==> config.mk <==
export PLATFORM = sky130hd
export DESIGN_NAME = result_tx_serializer
export DESIGN_NICKNAME = d
export VERILOG_FILES = /design/src/rtl/result_tx_serializer.sv
export SDC_FILE = /design/constraint.sdc
export NUM_CORES = 1
export LEC_CHECK = 0
export CAP_MARGIN = 20
export CORE_UTILIZATION = 40
export CTS_CLUSTER_DIAMETER = 40
export DETAILED_ROUTE_END_ITERATION = 8
export GPL_ROUTABILITY_DRIVEN = 0
export PLACE_DENSITY = 0.66
export RECOVER_POWER = 100
export SLEW_MARGIN = 20
export SYNTH_ARGS = -nofsm -noshare
export SYNTH_HDL_FRONTEND = slang
export SYNTH_SLANG_ARGS = --single-unit
==> constraint.sdc <==
create_clock -name clk -period 2.3 [get_ports clk]
set_input_delay 0.46 -clock clk [delete_from_list [all_inputs] [get_ports clk]]
set_output_delay 0.46 -clock clk [all_outputs]
set_load 0.02 [all_outputs]
==> src/rtl/result_tx_serializer.sv <==
// result_tx_serializer: streams the N x N result matrix to the UART as two bytes per element, MSB first.
// Define RESULT_TX_CHECKSUM_EN to append an XOR checksum byte after the last element.
module result_tx_serializer #(
    parameter int MAX_N  = 3,
    parameter int ADDR_W = 8,
    parameter int DATA_W = 16
) (
    input  logic              clk,
    input  logic              rst,
    input  logic              start,
    input  logic [3:0]        matrix_size,
    output logic              rd_en,
    output logic [ADDR_W-1:0] rd_addr,
    input  logic [DATA_W-1:0] rd_data,
    output logic [7:0]        tx_data,
    output logic              tx_start,
    input  logic              tx_busy,
    output logic              busy,
    output logic              done
);
    localparam logic [3:0] IDLE    = 4'd0;
    localparam logic [3:0] FETCH   = 4'd1;
    localparam logic [3:0] LATCH   = 4'd2;
    localparam logic [3:0] SEND_HI = 4'd3;
    localparam logic [3:0] WAIT_HI = 4'd4;
    localparam logic [3:0] SEND_LO = 4'd5;
    localparam logic [3:0] WAIT_LO = 4'd6;
`ifdef RESULT_TX_CHECKSUM_EN
    localparam logic [3:0] SEND_CK = 4'd7;
    localparam logic [3:0] WAIT_CK = 4'd8;
`endif
    localparam logic [3:0] DONE    = 4'd9;

    logic [3:0]        state_q, state_d;
    logic [ADDR_W-1:0] idx_q, idx_d, total_q, total_d;
    logic [7:0]        lo_q, lo_d, tx_data_q, tx_data_d;
    logic              guard_q, guard_d;
    logic [3:0]        n;
    logic              ready, last;
`ifdef RESULT_TX_CHECKSUM_EN
    logic [7:0]        ck_q, ck_d;
`endif

    assign n     = (32'(matrix_size) > MAX_N) ? 4'(MAX_N) : matrix_size;
    assign ready = !guard_q && !tx_busy;
    assign last  = idx_q == total_q - ADDR_W'(1);

    always_comb begin
        state_d   = state_q;
        idx_d     = idx_q;
        total_d   = total_q;
        lo_d      = lo_q;
        tx_data_d = tx_data_q;
        guard_d   = 1'b0;
`ifdef RESULT_TX_CHECKSUM_EN
        ck_d      = ck_q;
`endif
        case (state_q)
            IDLE: if (start) begin
                idx_d   = '0;
                total_d = ADDR_W'(n) * ADDR_W'(n);
                state_d = (n == 4'd0) ? DONE : FETCH;
`ifdef RESULT_TX_CHECKSUM_EN
                ck_d    = '0;
`endif
            end
            FETCH: state_d = LATCH;
            // tx_data is loaded as the SEND state begins so it stays put until the next SEND
            LATCH: begin
                lo_d      = rd_data[7:0];
                tx_data_d = rd_data[DATA_W-1 -: 8];
                state_d   = SEND_HI;
`ifdef RESULT_TX_CHECKSUM_EN
                ck_d      = ck_q ^ rd_data[DATA_W-1 -: 8];
`endif
            end
            SEND_HI: begin
                guard_d = 1'b1;
                state_d = WAIT_HI;
            end
            WAIT_HI: if (ready) begin
                tx_data_d = lo_q;
                state_d   = SEND_LO;
`ifdef RESULT_TX_CHECKSUM_EN
                ck_d      = ck_q ^ lo_q;
`endif
            end
            SEND_LO: begin
                guard_d = 1'b1;
                state_d = WAIT_LO;
            end
            WAIT_LO: if (ready) begin
                if (last) begin
`ifdef RESULT_TX_CHECKSUM_EN
                    tx_data_d = ck_q;
                    state_d   = SEND_CK;
`else
                    state_d   = DONE;
`endif
                end else begin
                    idx_d   = idx_q + ADDR_W'(1);
                    state_d = FETCH;
                end
            end
`ifdef RESULT_TX_CHECKSUM_EN
            SEND_CK: begin
                guard_d = 1'b1;
                state_d = WAIT_CK;
            end
            WAIT_CK: state_d = ready ? DONE : WAIT_CK;
`endif
            DONE:    state_d = IDLE;
            default: state_d = IDLE;
        endcase
    end

    always_ff @(posedge clk) begin
        if (rst) begin
            state_q   <= IDLE;
            idx_q     <= '0;
            total_q   <= '0;
            lo_q      <= '0;
            tx_data_q <= '0;
            guard_q   <= 1'b0;
`ifdef RESULT_TX_CHECKSUM_EN
            ck_q      <= '0;
`endif
        end else begin
            state_q   <= state_d;
            idx_q     <= idx_d;
            total_q   <= total_d;
            lo_q      <= lo_d;
            tx_data_q <= tx_data_d;
            guard_q   <= guard_d;
`ifdef RESULT_TX_CHECKSUM_EN
            ck_q      <= ck_d;
`endif
        end
    end

    assign rd_en    = state_q == FETCH;
    assign rd_addr  = idx_q;
    assign tx_data  = tx_data_q;
`ifdef RESULT_TX_CHECKSUM_EN
    assign tx_start = (state_q == SEND_HI) || (state_q == SEND_LO) || (state_q == SEND_CK);
`else
    assign tx_start = (state_q == SEND_HI) || (state_q == SEND_LO);
`endif
    assign busy     = state_q != IDLE;
    assign done     = state_q == DONE;
endmodule
==> reports/results.tsv, run 1 <==
stage	metric	value	unit
timing	hold_violations	0	
floorplan	ios	44	
floorplan	rows	25	
timing	fin_skew	0.00523	ns
global_routing	track_usage	18.2	%
drt	drt-total-wl	4540	um
cells_and_area	antenna_cells	0	
cells_and_area	n_fill_cell	455	
timing	slew-limit-headroom	49.6	%
cells_and_area	stdcell_count	372	
timing	maxSlewViolCount	0	
drt	dr.pass1.iters	4	
yosys	ys.flop_type	dfxtp_1	
job	max_cap_violations	0	
drt	wl_per_cell	12.2	um
timing	worstMarginPinSlew	0.756	ns
cells_and_area	drive_gt1_share	9.18	%
yosys	yosys-top-cells-count	36 x dfxtp_1, 34 x nor2_1, 25 x a21oi_1	
floorplan	coreArea	4720	sq um
yosys	synth_top_area_share	36.5	%
cells_and_area	final_nets	334	
floorplan	design.die.area	5210	sq um
clock_network	clkSlewWorstSetupHoldPaths	0.08	ns
setup_path	cp_data_arrival_time	1.73	ns
placed_design	dpl-instance-area	2570	sq um
timing	timing.fmax	0.457	GHz
clock_network	clockBufferDepth	2	
status	status	finished, final reports clean	
cells_and_area	layout-area-overhead-vs-synth	36.4	%
cells_and_area	design_area	2690	sq um
worst_hold_path	hp-class	reg2reg	
timing	setup_viol	0	
clock_network	cts.sink_count	36	
pwr	power.leakage	1.05	nW
clock_network	cts_tree	yes	
setup_path	crit_fanout	12	
setup_path	cp.required	1.84	ns
drt	vias	1842	
yosys	yosysWarnings	0	
drt	route.detailed.drc	0	
yosys	syn_area_per_cell	8.08	sq um
yosys	synth_edf_count	0	
global_routing	grt_pass1_wl	7350	um
drt	ant_nets	0	
pwr	vdd_drop_max	0.326	mV
yosys	yosys.area.top_type	dfxtp_1	
clock_network	cts_root_buf	clkbuf_8	
global_routing	antenna_found_initial	0	
clock_network	post_cts_buffers	0	
drt	routed_via_density	4.95	
global_routing	grt-ovfl-total	0	
placed_design	dp.cells	363	
placed_design	port_buffers	43	
timing	post-route-period-util	95.1	%
yosys	yosys.cell_count.top_type	dfxtp_1	
timing	post-route-min-period	2.19	ns
setup_path	critPathCaptureType	primary output	
floorplan	die_width	72.2	um
global_routing	first_global_vias	1612	
setup_path	cp-start-kind	flop	
yosys	ys_seq_area_share	36.5	%
yosys	ys_ff_latch	36	
yosys	synthCells	244	
yosys	syn-cell-area	1970	sq um
clock_network	numCtsBuffers	5	
clock_network	clk_latency	0.29	ns
yosys	synthTopCellsByArea	dfxtp_1 37%, nor2_1 6.5%, a21oi_1 6.3%	
drt	drtIter0Drc	148	
cells_and_area	fin_util	57.0	%
floorplan	die_height	72.2	um
pwr	p_per_area	645	nW/um^2
global_routing	grt_max_degree	17	
floorplan	start_util	41.7	%
yosys	synth_cell_type_count	42	
clock_network	h-tree-depth	2	
yosys	synth-async-reset-ratio	0	%
placed_design	dp_hpwl	3310	um
setup_path	path_class	reg2out	
==> state kept, by name, indices dropped and copies added (netlist names) <==
register  flops
guard_q       1
lo_q          8
rd_addr       8
state_q       4
total_q       7
tx_data       8
==> through the flow <==
| step | hold slack, ns | power (mW) | TNS [ns] | worst slack [ns] |
|---|---|---|---|---|
| 2_1_floorplan | 0.436 | 1.02 | 0 | 0.227 |
| 3_3_place_gp | 0.442 | 1.19 | 0 | 0.151 |
| 3_5_place_dp | 0.449 | 1.19 | 0 | 0.0884 |
| 4_1_cts | 0.461 | 1.75 | 0 | 0.0130 |
| 5_1_grt | 0.485 | 1.84 | -0.00127 | -0.00127 |
| 6_report | 0.462 | 1.74 | 0 | 0.113 |
==> timing repair <==
action	4_1_cts	5_1_grt
resized for setup	0	8
endpoints found under the setup margin	0	12
hold buffers	0	0
==> critical path, stage by stage (launching register included) <==
cell           delay [ns]
dfxtp_2              0.44
nor4bb_1             0.29
dlygate4sd3_1        0.70
==> cells by family after synthesis <==
logic type	after synthesis	synth area share [%]
compound gates	55	16.8
xor+xnor	11	6.28
fa+ha+maj	6	4.19
buf+inv	16	3.05
flops	36	36.5
mux	10	5.08
other cells	1	0.190
simple gates	109	27.9
==> cell usage in the layout, fill, tap and decap left out, types with 3 or more instances in the layout <==
| cell | count |
|---|---|
| nor2_1 | 34 |
| nand3b_1 | 3 |
| o21ai_0 | 13 |
| nand3_1 | 5 |
| nor4_1 | 3 |
| conb_1 | 8 |
| clkbuf_8 | 5 |
| dfxtp_1 | 32 |
| ha_1 | 5 |
| inv_1 | 5 |
| nand2b_1 | 9 |
| clkdlybuf4s50_1 | 23 |
| clkbuf_1 | 5 |
| dfxtp_2 | 4 |
| mux2i_1 | 10 |
| xnor2_1 | 8 |
| nand2_1 | 22 |
| nor2b_1 | 8 |
| nor3_1 | 8 |
| a21oi_1 | 25 |
| nor3b_1 | 3 |
| dlygate4sd3_1 | 19 |
| and3_1 | 4 |
| buf_4 | 8 |
==> power by group <==
| part | internal [mW] | switching [mW] | total, mW |
|---|---|---|---|
| clock | 0.321 | 0.234 | 0.554 |
| sequential | 0.670 | 0.0459 | 0.716 |
| combinational | 0.219 | 0.246 | 0.465 |
| total | 1.21 | 0.525 | 1.74 |
==> cell type report <==
class | instances | area (sq um) | area share, %
multi-input cells | 200 | 1250 | 46.3
flip-flops and latches | 36 | 726 | 27.0
repair buffers | 56 | 504 | 18.7
well taps | 67 | 83.8 | 3.12
clock buffers | 5 | 68.8 | 2.56
clock inverters | 3 | 42.5 | 1.58
inverters | 5 | 18.8 | 0.698
==> per-layer routing <==
metal	wire [um]	up-vias	global-route usage (%)	part of all wire (%)
met5	0	-	0	0
met4	88	0	7.63	1.9
met3	220	9	4.58	4.8
met2	1940	48	26.3	43
met1	2290	826	25.6	50
li1	-	959	-	-
==> worst paths after layout <==
path	from	to	slack, ns	depth (start not counted)
worst max register to register	total_q[4]	rd_addr[1]	0.16	7
worst max-delay path	state_q[3]	done	0.11	2
worst min register to register	lo_q[7]	lo_q[7]	0.46	2
worst min-delay path	lo_q[7]	lo_q[7]	0.46	2
Power figures use the tool's default switching activity.
==> inputs of run 2 (changes only) <==
Settings changed: MAX_ROUTING_LAYER from default to met4, PLACE_DENSITY 0.66 to 0.68.
Clock period 2.3 ns to 1.9 ns, I/O delays scaled along.
==> reports/results.tsv, run 2 (same netlist as run 1, synthesis figures left out) <==
stage	metric	value	unit	change
drt	vias	1947		was 1,842
timing	holdWs	0.458	ns	was 0.462 ns
setup_path	r2r_cells	7		unchanged
clock_network	cts_root_buf	clkbuf_8		unchanged
floorplan	start_util	41.7	%	unchanged
setup_path	r2r-end	rd_addr[7]		was rd_addr[1]
status	status	finished, violations left		was finished, final reports clean
clock_network	cts_hold_buf	0		unchanged
drt	routed_via_density	4.90		was 4.95
global_routing	grt_pass1_wl	7960	um	was 7350 um
pwr	power.leakage	1.19	nW	was 1.05 nW
pwr	switchingPower	0.674	mW	was 0.525 mW
cells_and_area	mostFrequentLayoutCells	34 x nor2_1, 29 x dfxtp_1, 29 x clkdlybuf4s50_1		was 34 x nor2_1, 32 x dfxtp_1, 25 x a21oi_1
cells_and_area	layout-area-overhead-vs-synth	49.8	%	was 36.4%
floorplan	coreArea	4720	sq um	unchanged
floorplan	ios	44		unchanged
pwr	clockPowerShare	30.5	%	was 31.9%
cells_and_area	antenna_cells	0		unchanged
setup_path	r2r-start	total_q[5]		was total_q[4]
clock_network	clkSlewWorstSetupHoldPaths	0.08	ns	about the same
floorplan	design.die.area	5210	sq um	unchanged
setup_path	critical_path_cell_count	7		was 2
setup_path	cpLargestDelayFamily	compound AO/OA/AOI/OAI gates		was buffers and inverters
job	max_cap_violations	0		unchanged
pwr	p_int	1.55	mW	was 1.21 mW
cells_and_area	drive_gt1_share	20.3	%	was 9.18%
pwr	power	2.23	mW	was 1.74 mW
setup_path	critPathCaptureType	flop		was primary output
setup_path	crit_path_start	total_q[5]		was state_q[3]
pwr	p_seq_share	38.6	%	was 41.3%
timing	rsz0062_at_grt	true		
setup_path	critPathCapture	rd_addr[7]		was done
drt	dr.pass1.iters	4		unchanged
pwr	combPwrFrac	30.9	%	was 26.8%
global_routing	antenna_found_initial	0		unchanged
pwr	vdd_drop_max	0.393	mV	was 0.326 mV
clock_network	clk_latency	0.29	ns	about the same
setup_path	crit_path_cell_trace	or3_4, o211ai_1, a31oi_4, o31ai_4, nand3b_4, buf_4, o31ai_2		was nor4bb_1, dlygate4sd3_1
drt	wl_per_cell	12.3	um	was 12.2 um
setup_path	slowest_delay	0.38	ns	was 0.70 ns
clock_network	h-tree-depth	2		unchanged
timing	post-route-period-util	109	%	
timing	final.setup.worst_slack	-0.180	ns	was 0.113 ns
drt	drt-total-wl	4870	um	was 4540 um
clock_network	numCtsBuffers	5		unchanged
pwr	swShare	30.3	%	about the same
cells_and_area	n_fill_cell	433		was 455
global_routing	grt_max_degree	16		was 17
placed_design	port_buffers	43		unchanged
setup_path	cp_num_buf_inv	1		unchanged
clock_network	cts.sink_count	36		unchanged
timing	setup_viol	9		was 0
cells_and_area	final_nets	359		was 334
setup_path	cp.required	2.11	ns	was 1.84 ns
setup_path	cp-start-kind	flop		unchanged
drt	ant_nets	0		unchanged
timing	timing.fmax	0.481	GHz	
global_routing	first_global_vias	1782		was 1,612
pwr	p_per_area	754	nW/um^2	was 645 nW/um^2
setup_path	regToRegSetupSlack	-0.18	ns	was 0.16 ns
placed_design	dpl-instance-area	2790	sq um	was 2570 sq um
setup_path	cp_data_arrival_time	2.29	ns	was 1.73 ns
cells_and_area	final_common_cell	nor2_1		unchanged
floorplan	die_width	72.2	um	unchanged
status	failed_checks	negative setup slack		
cells_and_area	design_area	2950	sq um	was 2690 sq um
clock_network	cts_tree	yes		unchanged
floorplan	rows	25		unchanged
setup_path	crit_fanout	6		was 12
timing	maxSlewViolCount	0		unchanged
setup_path	path_class	reg2reg		was reg2out
timing	post-route-min-period	2.08	ns	
timing	fin_skew	0.00493	ns	was 0.00523 ns
global_routing	track_usage	20.2	%	was 18.2%
placed_design	dp_hpwl	3550	um	was 3310 um
cells_and_area	fin_util	62.5	%	was 57.0%
worst_hold_path	hp-class	reg2reg		unchanged
timing	hold_violations	0		unchanged
clock_network	clockBufferDepth	2		unchanged
setup_path	cpMaxStageDelayCell	or3_4		was dlygate4sd3_1
drt	drtIter0Drc	147		was 148
drt	route.detailed.drc	0		unchanged
floorplan	die_height	72.2	um	unchanged
placed_design	dpl_worst_slack	-0.123	ns	was 0.0884 ns
global_routing	grt-ovfl-total	0		unchanged
[run 2: cell types whose count changed in the layout (fill, tap and decap cells not counted), moves of 3 or more]
cell	change
dlygate4sd3_1	-9
dfxtp_2	+3
dfxtp_1	-3
o21ai_2	+4
dlygate4sd2_1	+4
clkbuf_2	+3
buf_4	+19
o21ai_0	-9
clkdlybuf4s50_1	+6
o21ai_1	+5
[run 2: worst min-delay path by stage]
| stage | slack, ns | startpoint | endpoint | cells after the start |
|---|---|---|---|---|
| after floorplan | 0.44 | lo_q[0] | lo_q[0] | 2 |
| after global placement | 0.44 | lo_q[2] | lo_q[2] | 2 |
| after detailed placement | 0.45 | lo_q[2] | lo_q[2] | 2 |
| after CTS | 0.46 | lo_q[2] | lo_q[2] | 2 |
| after global routing | 0.48 | lo_q[0] | lo_q[0] | 2 |
| final | 0.46 | lo_q[2] | lo_q[2] | 2 |
[run 2: power groups by stage]
stage               logic [mW]  registers, mW  clock network, mW
floorplan                0.366          0.881                  0
global placement         0.664          0.869                  0
detailed placement       0.670          0.872                  0
CTS                      0.690          0.859              0.692
global route             0.753          0.869              0.732
finish                   0.687          0.860              0.679
[run 2: layer usage]
layer / global-route usage, % / part of all wire, % / vias to the layer above
met5: - / 0 / -
met3: 4.72 / 4.7 / 4
met1: 27.2 / 48 / 888
met2: 30.2 / 46 / 45
li1: - / - / 1010
met4: 5.88 / 0.82 / 0
[run 2: metrics by stage]
stage / cells / TNS, ns
2_1_floorplan: 251 / -0.0311
3_3_place_gp: 388 / -0.269
3_5_place_dp: 388 / -0.727
4_1_cts: 396 / -0.506
5_1_grt: 397 / -2.57
6_report: 397 / -1.12
[run 2: worst reg2reg max path: stages (launching register included)]
cell	delay, ns
dfxtp_2	0.33
or3_4	0.38
o211ai_1	0.27
a31oi_4	0.14
o31ai_4	0.37
nand3b_4	0.12
buf_4	0.18
o31ai_2	0.22
[run 2: area by class of cell]
| cell class | instances | area (sq um) | area share [%] |
|---|---|---|---|
| clock buffers | 5 | 68.8 | 2.33 |
| clock inverters | 3 | 42.5 | 1.44 |
| inverters | 5 | 18.8 | 0.635 |
| multi-input cells | 199 | 1320 | 44.6 |
| flip-flops and latches | 36 | 729 | 24.7 |
| well taps | 67 | 83.8 | 2.84 |
| repair buffers | 82 | 694 | 23.5 |
[run 2: repair_timing]
item | CTS | global route
setup endpoints to repair | 12 | 12
endpoints found under the hold margin | 0 | 0
pin swaps | 1 | 11
resized for setup | 19 | 15
setup buffers | 0 | 1
